`config.mk`:
```
export PLATFORM = sky130hd
export DESIGN_NAME = compare_unit_flat
export DESIGN_NICKNAME = d
export VERILOG_FILES = /design/src/rtl/compare_unit_if.sv /design/src/rtl/compare_unit.sv /design/src/flat_wrapper.sv
export SDC_FILE = /design/constraint.sdc
export NUM_CORES = 1
export LEC_CHECK = 0
export CAP_MARGIN = 10
export CORE_AREA = 5 5 63 65
export DETAILED_ROUTE_END_ITERATION = 16
export DIE_AREA = 0 0 68 70
export GPL_TIMING_DRIVEN = 0
export PLACE_DENSITY = 0.74
export SLEW_MARGIN = 20
export SYNTH_ARGS = -nofsm -noshare
export SYNTH_HDL_FRONTEND = slang
export SYNTH_SLANG_ARGS = --single-unit
```
`constraint.sdc`:
```
create_clock -name clk -period 2.3 [get_ports clk]
set_input_delay 0.23 -clock clk [delete_from_list [all_inputs] [get_ports clk]]
set_output_delay 0.23 -clock clk [all_outputs]
set_load 0.02 [all_outputs]
```
`src/rtl/compare_unit_if.sv`:
```
// Operand/result handshake bundle for compare_unit.
// slave: the comparator side; master: the producer/consumer side.
interface compare_unit_if #(
  parameter int unsigned WIDTH = 8
);
  logic             in_valid;
  logic             in_ready;
  logic [WIDTH-1:0] first_data;
  logic [WIDTH-1:0] second_data;
  logic [2:0]       mode;
  logic             out_valid;
  logic             out_ready;
  logic             result;
  logic             is_equal;
  logic             is_less;

  modport slave (
    input  in_valid,
    input  first_data,
    input  second_data,
    input  mode,
    input  out_ready,
    output in_ready,
    output out_valid,
    output result,
    output is_equal,
    output is_less
  );

  modport master (
    output in_valid,
    output first_data,
    output second_data,
    output mode,
    output out_ready,
    input  in_ready,
    input  out_valid,
    input  result,
    input  is_equal,
    input  is_less
  );
endinterface

```
`src/rtl/compare_unit.sv`:
```
// Two-stage pipelined operand comparator with valid/ready ports and a
// saturating counter of delivered true results.
module compare_unit #(
  parameter int unsigned WIDTH     = 8,
  parameter int unsigned CNT_WIDTH = 8
) (
  input  logic                 clk,
  input  logic                 reset,
  compare_unit_if.slave        bus,
  input  logic                 clear_count,
  output logic [CNT_WIDTH-1:0] match_count
);

  localparam logic [2:0] ModeEq  = 3'b000;
  localparam logic [2:0] ModeNe  = 3'b001;
  localparam logic [2:0] ModeLtu = 3'b010;
  localparam logic [2:0] ModeGeu = 3'b011;
  localparam logic [2:0] ModeLt  = 3'b100;
  localparam logic [2:0] ModeGe  = 3'b101;

  // Stage A: captured operands
  logic             a_valid_q, a_valid_d;
  logic [WIDTH-1:0] a_first_q, a_first_d;
  logic [WIDTH-1:0] a_second_q, a_second_d;
  logic [2:0]       a_mode_q, a_mode_d;

  // Stage B: registered result beat
  logic out_valid_q, out_valid_d;
  logic result_q, result_d;
  logic is_equal_q, is_equal_d;
  logic is_less_q, is_less_d;

  logic [CNT_WIDTH-1:0] count_q, count_d;

  logic b_ready;
  logic in_ready;
  logic eq_c, ltu_c, lts_c, less_c, result_c;
  logic count_inc;

  // Relation evaluation on the stage A registers
  always_comb begin
    eq_c   = (a_first_q == a_second_q);
    ltu_c  = (a_first_q < a_second_q);
    lts_c  = ($signed(a_first_q) < $signed(a_second_q));
    less_c = a_mode_q[2] ? lts_c : ltu_c;
    unique case (a_mode_q)
      ModeEq:  result_c = eq_c;
      ModeNe:  result_c = ~eq_c;
      ModeLtu: result_c = ltu_c;
      ModeGeu: result_c = ~ltu_c;
      ModeLt:  result_c = lts_c;
      ModeGe:  result_c = ~lts_c;
      default: result_c = 1'b0;
    endcase
  end

  // A stage may load whenever the stage downstream of it can take its beat
  always_comb begin
    b_ready  = ~out_valid_q | bus.out_ready;
    in_ready = ~a_valid_q | b_ready;

    a_valid_d  = a_valid_q;
    a_first_d  = a_first_q;
    a_second_d = a_second_q;
    a_mode_d   = a_mode_q;
    if (in_ready) begin
      a_valid_d  = bus.in_valid;
      a_first_d  = bus.first_data;
      a_second_d = bus.second_data;
      a_mode_d   = bus.mode;
    end

    out_valid_d = out_valid_q;
    result_d    = result_q;
    is_equal_d  = is_equal_q;
    is_less_d   = is_less_q;
    if (b_ready) begin
      out_valid_d = a_valid_q;
      result_d    = result_c;
      is_equal_d  = eq_c;
      is_less_d   = less_c;
    end
  end

  // Saturating tally of delivered true results; clear wins over increment
  always_comb begin
    count_inc = out_valid_q & bus.out_ready & result_q;
    count_d   = count_q;
    if (clear_count) begin
      count_d = '0;
    end else if (count_inc && (count_q != {CNT_WIDTH{1'b1}})) begin
      count_d = count_q + CNT_WIDTH'(1);
    end
  end

  always_ff @(posedge clk or posedge reset) begin
    if (reset) begin
      a_valid_q   <= 1'b0;
      a_first_q   <= '0;
      a_second_q  <= '0;
      a_mode_q    <= '0;
      out_valid_q <= 1'b0;
      result_q    <= 1'b0;
      is_equal_q  <= 1'b0;
      is_less_q   <= 1'b0;
      count_q     <= '0;
    end else begin
      a_valid_q   <= a_valid_d;
      a_first_q   <= a_first_d;
      a_second_q  <= a_second_d;
      a_mode_q    <= a_mode_d;
      out_valid_q <= out_valid_d;
      result_q    <= result_d;
      is_equal_q  <= is_equal_d;
      is_less_q   <= is_less_d;
      count_q     <= count_d;
    end
  end

  assign bus.in_ready  = in_ready;
  assign bus.out_valid = out_valid_q;
  assign bus.result    = result_q;
  assign bus.is_equal  = is_equal_q;
  assign bus.is_less   = is_less_q;
  assign match_count   = count_q;

endmodule

```
`src/flat_wrapper.sv`:
```
// flat-port wrapper written by rule: the top's interface ports become plain ports
module compare_unit_flat 
#(
  parameter int unsigned WIDTH     = 8,
  parameter int unsigned CNT_WIDTH = 8
)
  (clk, reset, clear_count, match_count, bus_in_valid, bus_first_data, bus_second_data, bus_mode, bus_out_ready, bus_in_ready, bus_out_valid, bus_result, bus_is_equal, bus_is_less);
  compare_unit_if #(.WIDTH(WIDTH)) bus_i ();
  input  logic clk;
  input  logic reset;
  input  logic clear_count;
  output logic [CNT_WIDTH-1:0] match_count;
  input wire logic [$bits(bus_i.in_valid)-1:0] bus_in_valid;
  input wire logic [$bits(bus_i.first_data)-1:0] bus_first_data;
  input wire logic [$bits(bus_i.second_data)-1:0] bus_second_data;
  input wire logic [$bits(bus_i.mode)-1:0] bus_mode;
  input wire logic [$bits(bus_i.out_ready)-1:0] bus_out_ready;
  output wire logic [$bits(bus_i.in_ready)-1:0] bus_in_ready;
  output wire logic [$bits(bus_i.out_valid)-1:0] bus_out_valid;
  output wire logic [$bits(bus_i.result)-1:0] bus_result;
  output wire logic [$bits(bus_i.is_equal)-1:0] bus_is_equal;
  output wire logic [$bits(bus_i.is_less)-1:0] bus_is_less;
  assign bus_i.in_valid = bus_in_valid;
  assign bus_i.first_data = bus_first_data;
  assign bus_i.second_data = bus_second_data;
  assign bus_i.mode = bus_mode;
  assign bus_i.out_ready = bus_out_ready;
  assign bus_in_ready = bus_i.in_ready;
  assign bus_out_valid = bus_i.out_valid;
  assign bus_result = bus_i.result;
  assign bus_is_equal = bus_i.is_equal;
  assign bus_is_less = bus_i.is_less;
  compare_unit #(.WIDTH(WIDTH), .CNT_WIDTH(CNT_WIDTH)) u_core (.clk(clk), .reset(reset), .bus(bus_i), .clear_count(clear_count), .match_count(match_count));
endmodule
```
==> results.md, run 1 <==
- Quantity of I/O buffers inserted on ports: 35
- DIE AREA: 0.00476 sq mm
- Placed cell areas: 0.00195 sq mm
- Maximum buffer depth of the clock tree: 2
- Largest net degree at the start of global routing: 33
- Synth area leader: dfrtp_1
- Final core occ: 61.1%
- First-pass GRT wire length: 4910 um
- Crit path max fanout: 5
- Delay-heaviest family, CP: compound AO/OA/AOI/OAI gates
- FF-to-FF Start: u_core.a_second_q[7]
- Slew Viols, Final: 0
- Clock sinks: 32
- CP endpoint: u_core.bus.result
- Post-route cell area: 0.00201 sq mm
- Inst Count DP: 223
- Syn avg cell area: 10.8 sq um
- Maximum vdd drop: 0.410 mV
- Vias in the first global route: 1153
- WP depth: 7
- Total CTS buffers: 5
- Mapped Area: 0.00154 sq mm
- Number of flops mapped to enable cells by yosys: 0
- Crit start category: flip-flop
- Detailed placement HPWL: 2340 um
- Initial DRT Pass Iterations: 4
- RR Endpoint: u_core.bus.result
- CP Capture Type: flip-flop
- # DRC: 0
- Slew of the pin with the lowest slew margin: 0.652 ns
- Gr usage total: 13.9%
- Final Hold Vio Count: 0
- Worst Path Arrival: 2.28 ns
- Top_reg_cell synth: dfrtp_1
- Initial DRC count: 45
- Reg2reg path depth: 7
- Synthesis warning total: 0
- Relative slew slack: 56.5%
- Period utilisation layout: 88.2%
- # H-tree levels: 2
- Max-Cap Viols: 0
- Synth Register Bits: 32
- Pleak: 0.911 nW
- Synthesis-to-finish area growth: 30.6%
- IO Pins: 37
- CTS root buf: clkbuf_4
- Post-route ant nets: 0
- Hold/Removal Path Class: primary input to flip-flop
- Yosys cell types: 28
- Pre-CTS WS: -0.304 ns
- Outcome: finished, final reports clean
- Die Ht: 70 um
- Initial antenna violation count: 0
- Hold slack: 0.238 ns
- Worst R2R Setup Slack: 0.27 ns
- FFs w/ async S/R, synth: 100%
- Setup CP Type: flip-flop to flip-flop
- Via count: 1130
- FP Rows: 21
- Dominant cells by area after synthesis: dfrtp_1, mux2_2, ha_1
- GPL Wtd Cong: 0.800
- # diodes: 0
- Wirelength per Cell: 13.1 um
- Crit. Startpoint: u_core.a_second_q[7]
- Vias/cell: 4.91
- Core footprint: 0.00328 sq mm
- DIE WIDTH: 68 um
- Nets@finish: 216
- Top achievable clock speed: 493 MHz
- Final Instance Count excl. Fillers: 230
- Aggregate global routing overflow: 0
- Pwr Total: 1.26 mW
- Unrepaired setup endpoints after global routing: false
- Worst Path Buf+Inv: 1
- CP max stage delay: 0.49 ns
- Power density cells: 627 mW/mm^2
- Min Clock Period, post-route: 2.03 ns
- Share of cells above drive strength 1: 14.7%
- # setup viols final: 0
- Critical-path cell list: inv_1 > ha_1 > a21oi_1 > o21ai_0 > o21a_1 > or4_1 > a31oi_1
- CTS tree: built
- Syn_nets: 175
- Worst skew pair latency: 0.33 ns
- CP required: 2.55 ns
- Initial Utilization: 46.8%
- Post-synth top area share: 52.1%
- Fin Clk Skew: 0.0100 ns
- PnR worst setup slack: 0.271 ns
- Drt total wl: 3020 um
- Seq/Total Area, Yosys: 52.1%
- Setup TNS: 0 ns
- Cells after Synth: 142
- Clock Pin Slew Worst Setup and Hold Paths: 0.10 ns
- CP max-delay cell: or4_1
worst register-to-register path, stage by stage (launching register included):
cell and delay [ns]:
dfrtp_1 0.34, inv_1 0.05, ha_1 0.34, a21oi_1 0.16, o21ai_0 0.15, o21a_1 0.22
or4_1 0.49, a31oi_1 0.19
power breakdown:
| part | switching [mW] | internal (mW) |
|---|---|---|
| clock network | 0.190 | 0.145 |
| logic | 0.138 | 0.144 |
| registers | 0.0303 | 0.611 |
| total | 0.358 | 0.900 |
cell families (layout without fill, tap and decap cells):
family | after synthesis | after routing | synth area share, %
flops | 32 | 32 | 52.1
fa+ha+maj | 9 | 9 | 7.32
buf+inv | 14 | 56 | 3.50
mux | 14 | 14 | 10.1
xor+xnor | 9 | 9 | 5.13
simple gates | 42 | 42 | 13.3
compound gates | 22 | 22 | 8.63
state kept, by name, indices dropped and copies added (netlist names):
register,cells
u_core.a_first_q,8
u_core.a_mode_q,3
u_core.a_second_q,8
u_core.a_valid_q,1
u_core.bus.is_equal,1
u_core.bus.is_less,1
u_core.bus.out_valid,1
u_core.bus.result,1
u_core.match_count,8
repair_timing:
action	in CTS	in global routing
gates resized for setup	1	1
hold endpoints to repair	0	0
setup buffers	0	0
hold buffers	0	0
setup endpoints to repair	1	1
pin swaps	0	0
per-layer routing:
| layer | global-route usage [%] | vias up | part of all wire, % |
|---|---|---|---|
| met3 | 5.61 | 6 | 5.8 |
| met5 | 0 | - | 0 |
| met4 | 5.30 | 0 | 1.7 |
| li1 | - | 564 | - |
| met2 | 23.2 | 27 | 51 |
| met1 | 15.4 | 533 | 42 |
how the worst min path moves through the flow:
stage | start | end | slack (ns) | cells after the start
after floorplan | bus_in_valid | u_core.a_valid_q | 0.34 | 1
after global placement | u_core.a_valid_q | u_core.bus.out_valid | 0.45 | 1
after detailed placement | u_core.a_valid_q | u_core.bus.out_valid | 0.46 | 1
after CTS | clear_count | u_core.match_count[4] | 0.24 | 2
after global routing | clear_count | u_core.match_count[1] | 0.25 | 2
final | clear_count | u_core.match_count[7] | 0.24 | 2
layout make-up:
class	instances	area, sq um
plain buffers	4	18.8
clock buffers	6	51.3
clock inverters	2	10.0
fillers	305	1280
inverters	9	33.8
multi-input cells	96	683
flip-flops and latches	32	801
well taps	46	57.6
repair buffers	35	353
placed cells by master (no fill, tap or decap), types with 3 or more instances in the layout:
cell type,instances
ha_1,9
nand4_1,5
and3_1,3
o21ai_0,11
nor2_1,11
nand2_1,15
xor2_1,8
dfrtp_1,32
clkbuf_4,5
mux2_2,12
a21oi_1,6
clkdlybuf4s50_1,34
inv_1,8
synthesized netlist by cell type, types with 2 or more instances:
library cell  number
and3_1             3
o21ai_0           11
dfrtp_1           32
nand2b_1           2
ha_1               9
mux2_2            12
nand2_1           15
a21oi_1            6
nand4_1            5
clkbuf_1           3
inv_1              9
xor2_1             8
nor2_1            11
mux2i_1            2
(Power assumes the default switching activity.)
==> inputs of run 2 (changes only) <==
--- a/config.mk
+++ b/config.mk
@@ -6,11 +6,11 @@
 export NUM_CORES = 1
 export LEC_CHECK = 0
 export CAP_MARGIN = 10
-export CORE_AREA = 5 5 63 65
+export CORE_AREA = 5 5 66 68
 export DETAILED_ROUTE_END_ITERATION = 16
-export DIE_AREA = 0 0 68 70
+export DIE_AREA = 0 0 71 73
 export GPL_TIMING_DRIVEN = 0
-export PLACE_DENSITY = 0.74
+export PLACE_DENSITY_LB_ADDON = 0.25
 export SLEW_MARGIN = 20
 export SYNTH_ARGS = -nofsm -noshare
 export SYNTH_HDL_FRONTEND = slang
==> constraint.sdc (replaced) <==
create_clock -name clk -period 1.69 [get_ports clk]
set_input_delay 0.169 -clock clk [delete_from_list [all_inputs] [get_ports clk]]
set_output_delay 0.169 -clock clk [all_outputs]
set_load 0.02 [all_outputs]
==> run 2 against run 1 <==
The flow now finishes with violations (negative setup slack). Count of clock-buffer cells in the layout increased by 2. Core utilization down 4.0 points. Non-clock buffer count up 7. Wire length rose by 7.4%. Combinational power rose by 57%. Sequential share of layout area fell by 3.0 points. Sequential cell count is the same. Critical path depth did not move. Fmax rose by 9.9%. Die area grew 8.9%. Register-to-register slack got worse by 0.43 ns. Largest cell class unchanged. Largest power group unchanged.
==> results.md, run 2 (synthesis gave the netlist of run 1 again) <==
- Outcome: complete, but fails checks
- Failing checks: negative setup slack
- CTS tree: built
- Reg2reg path depth: 7
- Worst Path Arrival: 2.05 ns
- Wirelength per Cell: 13.5 um
- Period utilisation layout: 109%
- Slew of the pin with the lowest slew margin: 0.644 ns
- Detailed placement HPWL: 2360 um
- # setup viols final: 1
- Worst R2R Setup Slack: -0.16 ns
- # H-tree levels: 2
- RR Endpoint: u_core.bus.result
- IO Pins: 37
- Clock Pin Slew Worst Setup and Hold Paths: 0.06 ns
- Total CTS buffers: 5
- Combinational power share: 23.1%
- Hold slack: 0.243 ns
- Crit path max fanout: 3
- Initial Utilization: 40.5%
- Crit start category: flip-flop
- Clock share of power: 31.0%
- FF-to-FF Start: u_core.a_first_q[1]
- Setup TNS: -0.156 ns
- Maximum buffer depth of the clock tree: 2
- CP required: 1.89 ns
- Placed cell areas: 0.00196 sq mm
- Min Clock Period, post-route: 1.85 ns
- Maximum vdd drop: 0.682 mV
- Quantity of I/O buffers inserted on ports: 35
- Vias/cell: 4.88
- Commonest non-fill, non-tap cell in the layout: clkdlybuf4s50_1
- Post-route cell area: 0.00217 sq mm
- Int Pwr: 1.40 mW
- Initial DRT Pass Iterations: 4
- DIE WIDTH: 71 um
- Vias in the first global route: 1261
- # DRC: 0
- Switching share of total power: 26.5%
- Final Instance Count excl. Fillers: 241
- NetSw: 507 uW
- Most frequent cells in the layout: clkdlybuf4s50_1, dfrtp_1, nand2_1, mux2_2, nor2_1
- Gr usage total: 13.9%
- Aggregate global routing overflow: 0
- Top achievable clock speed: 542 MHz
- First-pass GRT wire length: 5520 um
- FP Rows: 23
- Clock sinks: 32
- CTS root buf: clkbuf_8
- PnR worst setup slack: -0.156 ns
- Pleak: 0.966 nW
- Hold/Removal Path Class: primary input to flip-flop
- Flop pwr share: 45.9%
- Setup CP Type: flip-flop to flip-flop
- Worst Hold Launch: clear_count
- Hold path cells: 2
- Initial DRC count: 41
- Power density cells: 881 mW/mm^2
- Initial antenna violation count: 0
- Drt total wl: 3250 um
- GPL Wtd Cong: 0.777
- Final Hold Vio Count: 0
- Cts hold-fix bufs: 0
- Via count: 1175
- Worst skew pair latency: 0.28 ns
- Max-Cap Viols: 0
- Fin Clk Skew: 0.00504 ns
- Hold EP: u_core.match_count[5]
- DIE AREA: 0.00518 sq mm
- Inst Count DP: 227
- Share of cells above drive strength 1: 21.5%
- CP Capture Type: flip-flop
- Nets@finish: 223
- Core footprint: 0.00380 sq mm
- Pwr Total: 1.91 mW
- Slew Viols, Final: 0
- Unrepaired setup endpoints after global routing: true
- Relative slew slack: 57.0%
- Largest net degree at the start of global routing: 33
- Post-route ant nets: 0
- Synthesis-to-finish area growth: 41.1%
- # diodes: 0
- Die Ht: 73 um
==> run 2: repair_timing <==
item                                    in CTS  in global routing
buffers inserted                             2                  4
hold endpoints to repair                     0                  0
gates resized for setup                     21                  3
endpoints found under the setup margin      13                 10
pin swaps                                    6                  4
==> run 2: per-layer routing <==
layer | vias to the layer above | GRT usage [%] | wire (um)
met5 | - | 0 | 0
met4 | 0 | 5.64 | 59
met3 | 6 | 6.06 | 203
met2 | 37 | 24.0 | 1640
met1 | 557 | 15.1 | 1340
li1 | 575 | - | -
==> run 2: stage by stage <==
stage	util, %	setup WS (ns)
after global routing	57.1	-0.256
after global placement	51.6	-0.793
final	57.1	-0.156
after detailed placement	51.6	-0.819
after floorplan	-	-0.0803
after CTS	55.9	-0.191
==> run 2: final cells by class <==
type	count	area (sq um)
inverters	9	33.8
repair buffers	41	397
multi-input cells	96	729
fillers	336	1630
clock buffers	8	90.1
flip-flops and latches	32	801
plain buffers	5	56.3
well taps	50	62.6
==> run 2: worst max path at each step <==
stage	end	slack (ns)	startpoint	cells after the start
after CTS	u_core.bus.result	-0.19	u_core.a_first_q[1]	7
after floorplan	u_core.bus.result	-0.08	u_core.a_first_q[1]	7
after global routing	u_core.bus.result	-0.26	u_core.a_first_q[1]	7
after global placement	bus_in_ready	-0.79	bus_out_ready	7
after detailed placement	bus_in_ready	-0.82	bus_out_ready	7
final	u_core.bus.result	-0.16	u_core.a_first_q[1]	7
==> run 2: power groups by stage <==
stage | Clock (mW) | Sequential (mW) | Combinational (mW)
final | 0.592 | 0.878 | 0.442
after global routing | 0.652 | 0.884 | 0.489
after CTS | 0.616 | 0.878 | 0.426
after detailed placement | 0 | 0.890 | 0.390
after global placement | 0 | 0.886 | 0.377
after floorplan | 0 | 0.903 | 0.224
==> run 2: worst max-delay path: stages, from the launching register on <==
cell      delay [ns]
dfrtp_1         0.41
ha_4            0.28
nor2b_4         0.13
o211ai_2        0.08
a21oi_2         0.21
nor3_2          0.06
or4_1           0.46
a31oi_1         0.15
==> inputs of run 3 (changes only) <==
==> constraint.sdc (replaced) <==
create_clock -name clk -period 1.69 [get_ports clk]
set_input_delay 0.169 -clock clk [delete_from_list [all_inputs] [get_ports clk]]
set_output_delay 0.169 -clock clk [all_outputs]
set_load 0.1 [all_outputs]
==> run 3 against run 2 <==
The run still ends with negative setup slack left. Via count rose by 1.4%. Power rose by 8.5%. Non-clock buffer count rose by 5. Count of clock-buffer cells in the layout did not move. Clock skew rose by 0.0016 ns. Largest power group unchanged.
==> results.md, run 3 (synthesis gave the netlist of run 1 again) <==
- Via count: 1191
- # DRC: 0
- # H-tree levels: 2
- Synthesis-to-finish area growth: 46.8%
- Max-Cap Viols: 0
- Worst Path Buf+Inv: 0
- Clock sinks: 32
- Placed cell areas: 0.00202 sq mm
- Relative slew slack: 37.2%
- Initial DRC count: 57
- NetSw: 655 uW
- Int Pwr: 1.42 mW
- CP max stage delay: 0.47 ns
- RR Endpoint: u_core.bus.result
- Hold path cells: 2
- Slew of the pin with the lowest slew margin: 0.946 ns
- DIE AREA: 0.00518 sq mm
- Post-route ant nets: 0
- Wirelength per Cell: 13.6 um
- Inst Count DP: 227
- Switching share of total power: 31.6%
- First-pass GRT wire length: 5480 um
- Commonest non-fill, non-tap cell in the layout: dfrtp_1
- Final Instance Count excl. Fillers: 246
- Critical-path cell list: ha_4 > nor2b_4 > o211ai_2 > a21oi_2 > nor3_2 > or4_1 > a31oi_1
- Nets@finish: 228
- Drt total wl: 3340 um
- Initial Utilization: 40.5%
- Top achievable clock speed: 532 MHz
- Initial DRT Pass Iterations: 4
- Total CTS buffers: 5
- Slew Viols, Final: 0
- # setup viols final: 2
- Reg2reg path depth: 7
- Crit path max fanout: 3
- CP max-delay cell: or4_1
- Clock Pin Slew Worst Setup and Hold Paths: 0.06 ns
- Crit start category: flip-flop
- # diodes: 0
- Post-route cell area: 0.00226 sq mm
- Power density cells: 919 mW/mm^2
- CTS tree: built
- GPL Wtd Cong: 0.782
- Worst R2R Setup Slack: -0.19 ns
- Share of cells above drive strength 1: 33.2%
- Final Hold Vio Count: 0
- Pleak: 0.992 nW
- Maximum vdd drop: 0.462 mV
- Worst Hold Launch: clear_count
- Worst skew pair latency: 0.29 ns
- Setup CP Type: flip-flop to flip-flop
- CP Capture Type: flip-flop
- Most frequent cells in the layout: dfrtp_1, clkdlybuf4s50_1, nand2_1, buf_4, mux2_2
- Fin Clk Skew: 0.00668 ns
- Vias/cell: 4.84
- Clock share of power: 28.9%
- Worst Path Arrival: 2.09 ns
- Initial antenna violation count: 0
- Outcome: complete, but fails checks
- Combinational power share: 28.5%
- CTS root buf: clkbuf_8
- Failing checks: negative setup slack
- Die Ht: 73 um
- FF-to-FF Start: u_core.a_first_q[1]
- Unrepaired setup endpoints after global routing: true
- DIE WIDTH: 71 um
- Vias in the first global route: 1238
- Largest net degree at the start of global routing: 33
- PnR worst setup slack: -0.188 ns
- Aggregate global routing overflow: 0
- Maximum buffer depth of the clock tree: 2
- Gr usage total: 13.5%
- Hold EP: u_core.match_count[2]
- Quantity of I/O buffers inserted on ports: 35
- Core footprint: 0.00380 sq mm
- CP required: 1.90 ns
- Detailed placement HPWL: 2390 um
- Period utilisation layout: 111%
- Flop pwr share: 42.6%
- IO Pins: 37
- Delay-heaviest family, CP: simple AND/OR/NAND/NOR gates
- FP Rows: 23
- Hold/Removal Path Class: primary input to flip-flop
- Min Clock Period, post-route: 1.88 ns
## run 3: cell count changes in the layout (fill, tap and decap cells not counted), moves of 2 or more
cell / previous run / this run
buf_4: 6 / 12
dfrtp_2: 0 / 6
clkdlybuf4s15_1: 0 / 4
clkbuf_2: 1 / 3
clkdlybuf4s15_2: 0 / 6
clkdlybuf4s50_1: 34 / 22
dfrtp_4: 0 / 3
dfrtp_1: 32 / 23
## run 3: metrics by stage
step	power [mW]	setup WS (ns)	TNS, ns	hold WS (ns)	utilization, %
after floorplan	1.27	-0.0842	-0.297	0.277	-
after global placement	1.41	-0.982	-1.53	0.453	53.2
after detailed placement	1.43	-0.982	-1.44	0.465	53.2
after CTS	2.04	-0.230	-0.401	0.234	56.6
after global routing	2.18	-0.280	-0.535	0.270	59.4
final	2.07	-0.188	-0.196	0.238	59.4
## run 3: worst max path at each step
| stage | cells after the start | from | slack, ns | to |
|---|---|---|---|---|
| floorplan | 7 | u_core.a_first_q[1] | -0.08 | u_core.bus.result |
| global placement | 7 | bus_out_ready | -0.98 | bus_in_ready |
| detailed placement | 7 | bus_out_ready | -0.98 | bus_in_ready |
| CTS | 6 | u_core.bus.out_valid | -0.23 | bus_in_ready |
| global route | 7 | u_core.a_first_q[1] | -0.28 | u_core.bus.result |
| finish | 7 | u_core.a_first_q[1] | -0.19 | u_core.bus.result |
## run 3: final cells by class
type,count,area (sq um)
Sequential cell,32,820
Tap cell,50,62.6
Buffer,5,52.6
Fill cell,332,1540
Clock buffer,8,90.1
Inverter,9,33.8
Timing Repair Buffer,46,448
Multi-Input combinational cell,96,751
## run 3: routing by layer
metal | up-vias | GRT usage [%] | part of all wire, %
met2 | 27 | 23.9 | 53
met3 | 8 | 3.58 | 4.5
met1 | 567 | 15.0 | 40
met5 | - | 0 | 0
met4 | 0 | 6.89 | 2.2
li1 | 589 | - | -
## run 3: worst register-to-register path, delay by kind of cell, from the launching register on
kind	cells	cell delay (ns)
DFF	1	0.41
adders and majority gates	1	0.28
AOI/OAI and AO/OA	3	0.46
and+or+nand+nor	3	0.66
## run 3: timing repair
action / 4_1_cts / 5_1_grt
pin swaps: 3 / 10
hold buffers: 0 / 0
endpoints found under the setup margin: 15 / 13
setup buffers: 1 / 10
resized for setup: 40 / 16
## run 3: power by group through the flow
stage                     Clock, mW  Sequential [mW]  Combinational, mW
final                         0.600            0.884              0.590
after global placement            0            0.891              0.522
after global routing          0.648            0.893              0.636
after CTS                     0.613            0.882              0.543
after floorplan                   0             1.03              0.246
after detailed placement          0            0.896              0.534
